`src/rtl/pipelined_addsub_if.sv`:
```
// Operand/result bundle for pipelined_addsub: valid/ready on both sides plus the result flags.
// The master drives operands and consumes results; the slave is the adder itself.
interface pipelined_addsub_if #(
    parameter int WIDTH = 16
);
    logic             in_valid;
    logic             in_ready;
    logic [WIDTH-1:0] in1;
    logic [WIDTH-1:0] in2;
    logic             sub;
    logic             out_valid;
    logic             out_ready;
    logic [WIDTH-1:0] out;
    logic             carry;
    logic             ovfl;
    logic             zero;
    logic             neg;

    modport master (
        output in_valid, in1, in2, sub, out_ready,
        input  in_ready, out_valid, out, carry, ovfl, zero, neg
    );

    modport slave (
        input  in_valid, in1, in2, sub, out_ready,
        output in_ready, out_valid, out, carry, ovfl, zero, neg
    );
endinterface

```
`src/rtl/pipelined_addsub.sv`:
```
// Purpose: WIDTH-bit add/sub, carry chain cut into SEGMENTS slices; ADDSUB_SATURATE_EN clamps on signed overflow.
// Latency: SEGMENTS cycles from accept to out_valid; one op per cycle.
// Backpressure: one global advance (!out_valid || out_ready) freezes every stage and drives in_ready.
module pipelined_addsub #(
    parameter int WIDTH    = 16,
    parameter int SEGMENTS = 4
) (
    input  logic               clk,
    input  logic               rst,
    pipelined_addsub_if.slave  bus
);
    localparam int S = WIDTH / SEGMENTS;
    localparam int L = SEGMENTS - 1;

    if ((WIDTH % SEGMENTS) != 0 || SEGMENTS < 1 || SEGMENTS > WIDTH) begin : g_bad_params
        $error("pipelined_addsub: WIDTH must be a multiple of SEGMENTS");
    end

    logic advance;

    // src_* is what stage k sees: the ports for stage 0, the stage k-1 register otherwise.
    logic             src_vld [SEGMENTS];
    logic [WIDTH-1:0] src_a   [SEGMENTS];
    logic [WIDTH-1:0] src_b   [SEGMENTS];
    logic [WIDTH-1:0] src_res [SEGMENTS];
    logic             src_c   [SEGMENTS];

    logic [WIDTH-1:0] nxt_res [SEGMENTS];
    logic             nxt_c   [SEGMENTS];

    logic             st_vld  [SEGMENTS];
    logic [WIDTH-1:0] st_a    [SEGMENTS];
    logic [WIDTH-1:0] st_b    [SEGMENTS];
    logic [WIDTH-1:0] st_res  [SEGMENTS];
    logic             st_c    [SEGMENTS];

    logic             out_vld_r;
    logic [WIDTH-1:0] out_r;
    logic             carry_r;
    logic             ovfl_r;
    logic             zero_r;
    logic             neg_r;

    logic             msb_cin;
    logic             fin_ovfl;
    logic [WIDTH-1:0] fin_out;

    assign advance = !out_vld_r || bus.out_ready;

    always_comb begin
        src_vld[0] = bus.in_valid;
        src_a[0]   = bus.in1;
        src_b[0]   = bus.sub ? ~bus.in2 : bus.in2;
        src_c[0]   = bus.sub;
        src_res[0] = '0;
        for (int k = 1; k < SEGMENTS; k++) begin
            src_vld[k] = st_vld[k-1];
            src_a[k]   = st_a[k-1];
            src_b[k]   = st_b[k-1];
            src_c[k]   = st_c[k-1];
            src_res[k] = st_res[k-1];
        end
    end

    always_comb begin
        logic [S:0] sl;
        for (int k = 0; k < SEGMENTS; k++) begin
            sl = {1'b0, src_a[k][k*S +: S]} + {1'b0, src_b[k][k*S +: S]} + {{S{1'b0}}, src_c[k]};
            nxt_res[k]          = src_res[k];
            nxt_res[k][k*S +: S] = sl[S-1:0];
            nxt_c[k]            = sl[S];
        end
    end

    // Carry into the MSB is recovered from the MSB sum bit, so no extra adder split is needed.
    assign msb_cin  = src_a[L][WIDTH-1] ^ src_b[L][WIDTH-1] ^ nxt_res[L][WIDTH-1];
    assign fin_ovfl = msb_cin ^ nxt_c[L];

`ifdef ADDSUB_SATURATE_EN
    always_comb begin
        fin_out = nxt_res[L];
        if (fin_ovfl) begin
            fin_out = src_a[L][WIDTH-1] ? {1'b1, {(WIDTH-1){1'b0}}} : {1'b0, {(WIDTH-1){1'b1}}};
        end
    end
`else
    assign fin_out = nxt_res[L];
`endif

    always_ff @(posedge clk) begin
        if (rst) begin
            for (int k = 0; k < SEGMENTS - 1; k++) begin
                st_vld[k] <= 1'b0;
                st_a[k]   <= '0;
                st_b[k]   <= '0;
                st_res[k] <= '0;
                st_c[k]   <= 1'b0;
            end
            out_vld_r <= 1'b0;
            out_r     <= '0;
            carry_r   <= 1'b0;
            ovfl_r    <= 1'b0;
            zero_r    <= 1'b0;
            neg_r     <= 1'b0;
        end else if (advance) begin
            for (int k = 0; k < SEGMENTS - 1; k++) begin
                st_vld[k] <= src_vld[k];
                st_a[k]   <= src_a[k];
                st_b[k]   <= src_b[k];
                st_res[k] <= nxt_res[k];
                st_c[k]   <= nxt_c[k];
            end
            out_vld_r <= src_vld[L];
            // Result and flags only change on a real op; bubbles leave the last values in place.
            if (src_vld[L]) begin
                out_r   <= fin_out;
                carry_r <= nxt_c[L];
                ovfl_r  <= fin_ovfl;
                zero_r  <= (fin_out == '0);
                neg_r   <= fin_out[WIDTH-1];
            end
        end
    end

    assign bus.in_ready  = advance;
    assign bus.out_valid = out_vld_r;
    assign bus.out       = out_r;
    assign bus.carry     = carry_r;
    assign bus.ovfl      = ovfl_r;
    assign bus.zero      = zero_r;
    assign bus.neg       = neg_r;
endmodule

```
`src/flat_wrapper.sv`:
```
// flat-port wrapper written by rule: the top's interface ports become plain ports
module pipelined_addsub_flat 
#(
    parameter int WIDTH    = 16,
    parameter int SEGMENTS = 4
)
  (clk, rst, bus_in_valid, bus_in1, bus_in2, bus_sub, bus_out_ready, bus_in_ready, bus_out_valid, bus_out, bus_carry, bus_ovfl, bus_zero, bus_neg);
  pipelined_addsub_if #(.WIDTH(WIDTH)) bus_i ();
  input  logic clk;
  input  logic rst;
  input wire logic [$bits(bus_i.in_valid)-1:0] bus_in_valid;
  input wire logic [$bits(bus_i.in1)-1:0] bus_in1;
  input wire logic [$bits(bus_i.in2)-1:0] bus_in2;
  input wire logic [$bits(bus_i.sub)-1:0] bus_sub;
  input wire logic [$bits(bus_i.out_ready)-1:0] bus_out_ready;
  output wire logic [$bits(bus_i.in_ready)-1:0] bus_in_ready;
  output wire logic [$bits(bus_i.out_valid)-1:0] bus_out_valid;
  output wire logic [$bits(bus_i.out)-1:0] bus_out;
  output wire logic [$bits(bus_i.carry)-1:0] bus_carry;
  output wire logic [$bits(bus_i.ovfl)-1:0] bus_ovfl;
  output wire logic [$bits(bus_i.zero)-1:0] bus_zero;
  output wire logic [$bits(bus_i.neg)-1:0] bus_neg;
  assign bus_i.in_valid = bus_in_valid;
  assign bus_i.in1 = bus_in1;
  assign bus_i.in2 = bus_in2;
  assign bus_i.sub = bus_sub;
  assign bus_i.out_ready = bus_out_ready;
  assign bus_in_ready = bus_i.in_ready;
  assign bus_out_valid = bus_i.out_valid;
  assign bus_out = bus_i.out;
  assign bus_carry = bus_i.carry;
  assign bus_ovfl = bus_i.ovfl;
  assign bus_zero = bus_i.zero;
  assign bus_neg = bus_i.neg;
  pipelined_addsub #(.WIDTH(WIDTH), .SEGMENTS(SEGMENTS)) u_core (.clk(clk), .rst(rst), .bus(bus_i));
endmodule
```
`config.mk`:
```
export PLATFORM = sky130hd
export DESIGN_NAME = pipelined_addsub_flat
export DESIGN_NICKNAME = d
export VERILOG_FILES = /design/src/rtl/pipelined_addsub_if.sv /design/src/rtl/pipelined_addsub.sv /design/src/flat_wrapper.sv
export SDC_FILE = /design/constraint.sdc
export NUM_CORES = 1
export LEC_CHECK = 0
export CAP_MARGIN = 10
export CORE_UTILIZATION = 49
export CTS_BUF_LIST = sky130_fd_sc_hd__clkbuf_16
export DETAILED_ROUTE_END_ITERATION = 6
export GPL_TIMING_DRIVEN = 0
export PLACE_DENSITY = 0.74
export SYNTH_ARGS = -nofsm -noshare
export SYNTH_HDL_FRONTEND = slang
export SYNTH_SLANG_ARGS = --single-unit
```
`constraint.sdc`:
```
create_clock -name clk -period 3.3 [get_ports clk]
set_clock_uncertainty 0.1 [all_clocks]
set_input_delay 0.495 -clock clk [delete_from_list [all_inputs] [get_ports clk]]
set_output_delay 0.495 -clock clk [all_outputs]
set_load 0.1 [all_outputs]
```
==> key figures, run 1 <==
Outcome
  – Status: completed

STA
  – Fmax: 348.5 MHz
  – Worst Max-Slew Pin Slew: 0.9758 ns
  – Final hold viol count: 0
  – Setup ws final: 0.4305 ns
  – Fin crit period: 2.869 ns
  – # setup viols final: 0
  – Max Slew Vio Count: 0
  – RSZ-0062 raised after global routing: false
  – Period utilisation layout: 86.95%
  – Slew margin rel.: 34.95%
  – Setup TNS: 0 ns

Routing
  – Initial drt markers: 197
  – Antenna Nets Post-Route: 0
  – Drt pass-1 iters: 4
  – Wirelength per Cell: 14.29 microns
  – Via count: 2636
  – Detailed Route WL: 7359 microns
  – Post-DR vias/cell: 5.118
  – DRC Markers: 0

Finish
  – Diode count: 0
  – Fin nets: 461
  – Layout Area Growth over Synthesis: 23.00%
  – Layout cell share with drive strength beyond 1: 7.805%
  – Final std cells w/o fill: 515
  – Util after Layout: 63.23%

Job
  – Max cap viols: 0

Global route
  – Tot GR Track Use: 17.79%
  – Vias in the first global route: 2601
  – Initial antenna violation count: 0
  – First-pass GRT wire length: 12010 microns
  – Largest net degree at the start of global routing: 79
  – Grt ovf: 0

Floorplan
  – Die Y-Extent: 95.78 microns
  – Row count: 33
  – Core area: 8382 sq um
  – Die W: 95.78 microns
  – Effective utilization at floorplan: 51.41%
  – Die ar.: 9173 sq um
  – # IOs: 59

Worst setup path
  – WS Path Type: input pin to output pin
  – FF-to-FF Start: u_core.st_c[0][2]$_SDFFCE_PN0P_
  – CP required: 2.70 ns
  – CP Cell Sequence: clkdlybuf4s50_1, nor2b_4, inv_2, clkbuf_1, dlymetal6s2s_1
  – RR Endpoint: u_core.bus.zero$_SDFFE_PP0P_
  – CP max FO: 10
  – CP max-delay cell: dlymetal6s2s_1
  – WP buf/inv: 4
  – Worst Reg-to-Reg Cells: 7
  – Crit start category: input pin
  – CP endpoint kind: output pin
  – R2R Setup Slk: 1.23 ns
  – Slowest stage delay, CP: 0.80 ns
  – Crit path DAT: 2.27 ns
  – Critical path's top delay family: buffers and inverters

Power and ir drop
  – Flop pwr share: 52.6%
  – Comb pwr share: 10.9%
  – Max VDD drop: 0.3594 mV
  – Cell leakage power: 2.258 nW
  – Clock power frac: 36.5%
  – Internal power: 0.002116 W
  – Power Total: 0.002750 W
  – PwrDens: 518.9 nW/um^2
  – Sw frac: 23.08%
  – Sw power: 0.0006348 W

Placement
  – DP Cell Count: 499
  – Detailed Place HPWL: 5127 microns
  – Routability congestion estimate from global placement: 0.7922
  – Dpl ws: 0.03774 ns
  – Buffers on Ports: 56

Min path
  – Hold path cells: 2
  – Hold endpoint: u_core.bus.out[5]$_SDFFE_PP0P_
  – Hold Path Class: input pin to register
  – Hold_sp: rst

CTS
  – Resized cells post-CTS: 0
  – Cts hold-fix bufs: 0
  – Clk_lat worst skew: 0.34 ns
  – Post-CTS Setup Bufs: 0
  – Clock Tree Buf Depth: 2
  – CTS root buffer: clkbuf_16
  – CTS Buf Count: 9
  – Clock-pin slew on the worst setup and hold paths: 0.07 ns
  – # H-tree levels: 3
  – Number of clock sinks: 98
  – CTS tree: yes

Yosys
  – Top cells by area, synth: edfxtp_1 54%, dfxtp_1 9.3%, and3_1 7.8%, ha_1 3.5%, fa_1 3.3%
  – Distinct cells, synth: 36
  – Syn Inst Count: 338
  – Syn Area/Cell: 12.75 sq um
  – Synth warnings: 0
  – Top-area cell type share of the netlist area: 54.36%
  – Synthesized flop and latch total: 98
  – Syn Nets: 394
  – Sequential-to-total area share from yosys stat: 63.65%
  – Mapped Area: 4309 sq um
  – Yosys top cell by area: edfxtp_1
[layer usage]
metal | GRT usage, % | vias up | wire length (microns)
met5 | 0 | - | 0
met4 | 9.080 | 0 | 159
met3 | 3.081 | 15 | 349
met2 | 30.12 | 77 | 3653
met1 | 21.96 | 1216 | 3197
li1 | - | 1328 | -
[placed cells by master (no fill, tap or decap), types with 7 or more instances in the layout]
cell type and instances:
a21oi_1 20, and3_1 54, clkbuf_1 10, clkbuf_16 10, clkdlybuf4s50_1 55, dfxtp_1 20
edfxtp_1 78, fa_1 7, ha_1 12, inv_1 14, nand2_1 32, nor2_1 23
xnor2_1 16
[synth_stat cells (all sizes together)]
| cell | count |
|---|---|
| dfxtp | 20 |
| edfxtp | 78 |
| a31oi | 1 |
| a21o | 5 |
| nor4b | 1 |
| nor2 | 23 |
| xor2 | 6 |
| and4b | 1 |
| nand2 | 34 |
| o211a | 1 |
| and2 | 1 |
| a211oi | 1 |
| fa | 7 |
| inv | 13 |
| a32o | 1 |
| a21oi | 20 |
| buf | 12 |
| xnor2 | 16 |
| a311oi | 1 |
| and3 | 54 |
| o21ai | 3 |
| o31ai | 1 |
| nor4 | 3 |
| nand3 | 2 |
| ha | 12 |
| clkbuf | 10 |
| nor2b | 7 |
| nand3b | 1 |
| nor3 | 2 |
| mux2 | 1 |
[cell families (layout without fill, tap and decap cells)]
family	count (synthesis)	after routing	share of synthesized area, %
xor+xnor	22	22	4.471
simple gates	129	129	15.88
compound gates	34	34	5.053
flops	98	98	63.65
fa+ha+maj	19	19	6.736
mux	1	1	0.3483
buf+inv	35	107	3.862
[registers in the layout, summed over array words and instances, names as in the netlist, 3 cells and up]
| signal | count |
|---|---|
| u_core.st_a | 24 |
| u_core.st_b | 24 |
| u_core.st_res | 24 |
| u_core.bus.out | 16 |
| u_core.st_c | 3 |
| u_core.st_vld | 3 |
[power groups by stage]
stage	combinational [W]	sequential, W	clock [W]
CTS	0.000302	0.00145	0.00101
global route	0.000329	0.00145	0.00107
finish	0.000300	0.00145	0.00100
floorplan	0.000169	0.00150	0
global placement	0.000292	0.00147	0
detailed placement	0.000300	0.00148	0
[how the worst max path moves through the flow]
stage,from,to,slack [ns],cells after the start
finish,bus_out_ready,bus_in_ready,0.43,5
global placement,bus_out_ready,bus_in_ready,0.04,5
global route,bus_out_ready,bus_in_ready,0.33,5
floorplan,u_core.bus.out_valid$_SDFFE_PP0N_,u_core.st_a[0][10]$_SDFFCE_PN0P_,0.66,2
CTS,bus_out_ready,bus_in_ready,0.02,5
detailed placement,bus_out_ready,bus_in_ready,0.04,5
[area by class of cell]
| cell class | instances | area [sq um] |
|---|---|---|
| fillers | 665 | 3082 |
| flip-flops and latches | 98 | 2743 |
| multi-input cells | 205 | 1408 |
| repair buffers | 56 | 563.0 |
| clock buffers | 10 | 250.2 |
| well taps | 105 | 131.4 |
| plain buffers | 22 | 117.6 |
| inverters | 13 | 48.80 |
| clock inverters | 6 | 38.79 |
[worst reg2reg max path, cell delays in order, from the launching register on]
cell and delay (ns):
edfxtp_1 0.41, fa_1 0.46, inv_1 0.09, fa_1 0.42, nor4b_1 0.16, nand2_1 0.06
nor4_1 0.04, a32o_1 0.21
[through the flow]
stage                     cell area [sq um]  hold slack [ns]
final                                  5300           0.3426
after global routing                   5300           0.3597
after CTS                              5298           0.3415
after detailed placement               5009           0.3464
after global placement                 5004           0.3435
after floorplan                        4312           0.3955
No activity file was read; power rests on OpenSTA's default activity.
==> inputs of run 2 (changes only) <==
--- a/config.mk
+++ b/config.mk
@@ -9,6 +9,7 @@
 export CORE_UTILIZATION = 49
 export CTS_BUF_LIST = sky130_fd_sc_hd__clkbuf_16
 export DETAILED_ROUTE_END_ITERATION = 6
+export GPL_ROUTABILITY_DRIVEN = 0
 export GPL_TIMING_DRIVEN = 0
 export PLACE_DENSITY = 0.74
 export SYNTH_ARGS = -nofsm -noshare
==> results of run 2 <==
The final DEF is identical to that of run 1; final timing and power are the same.
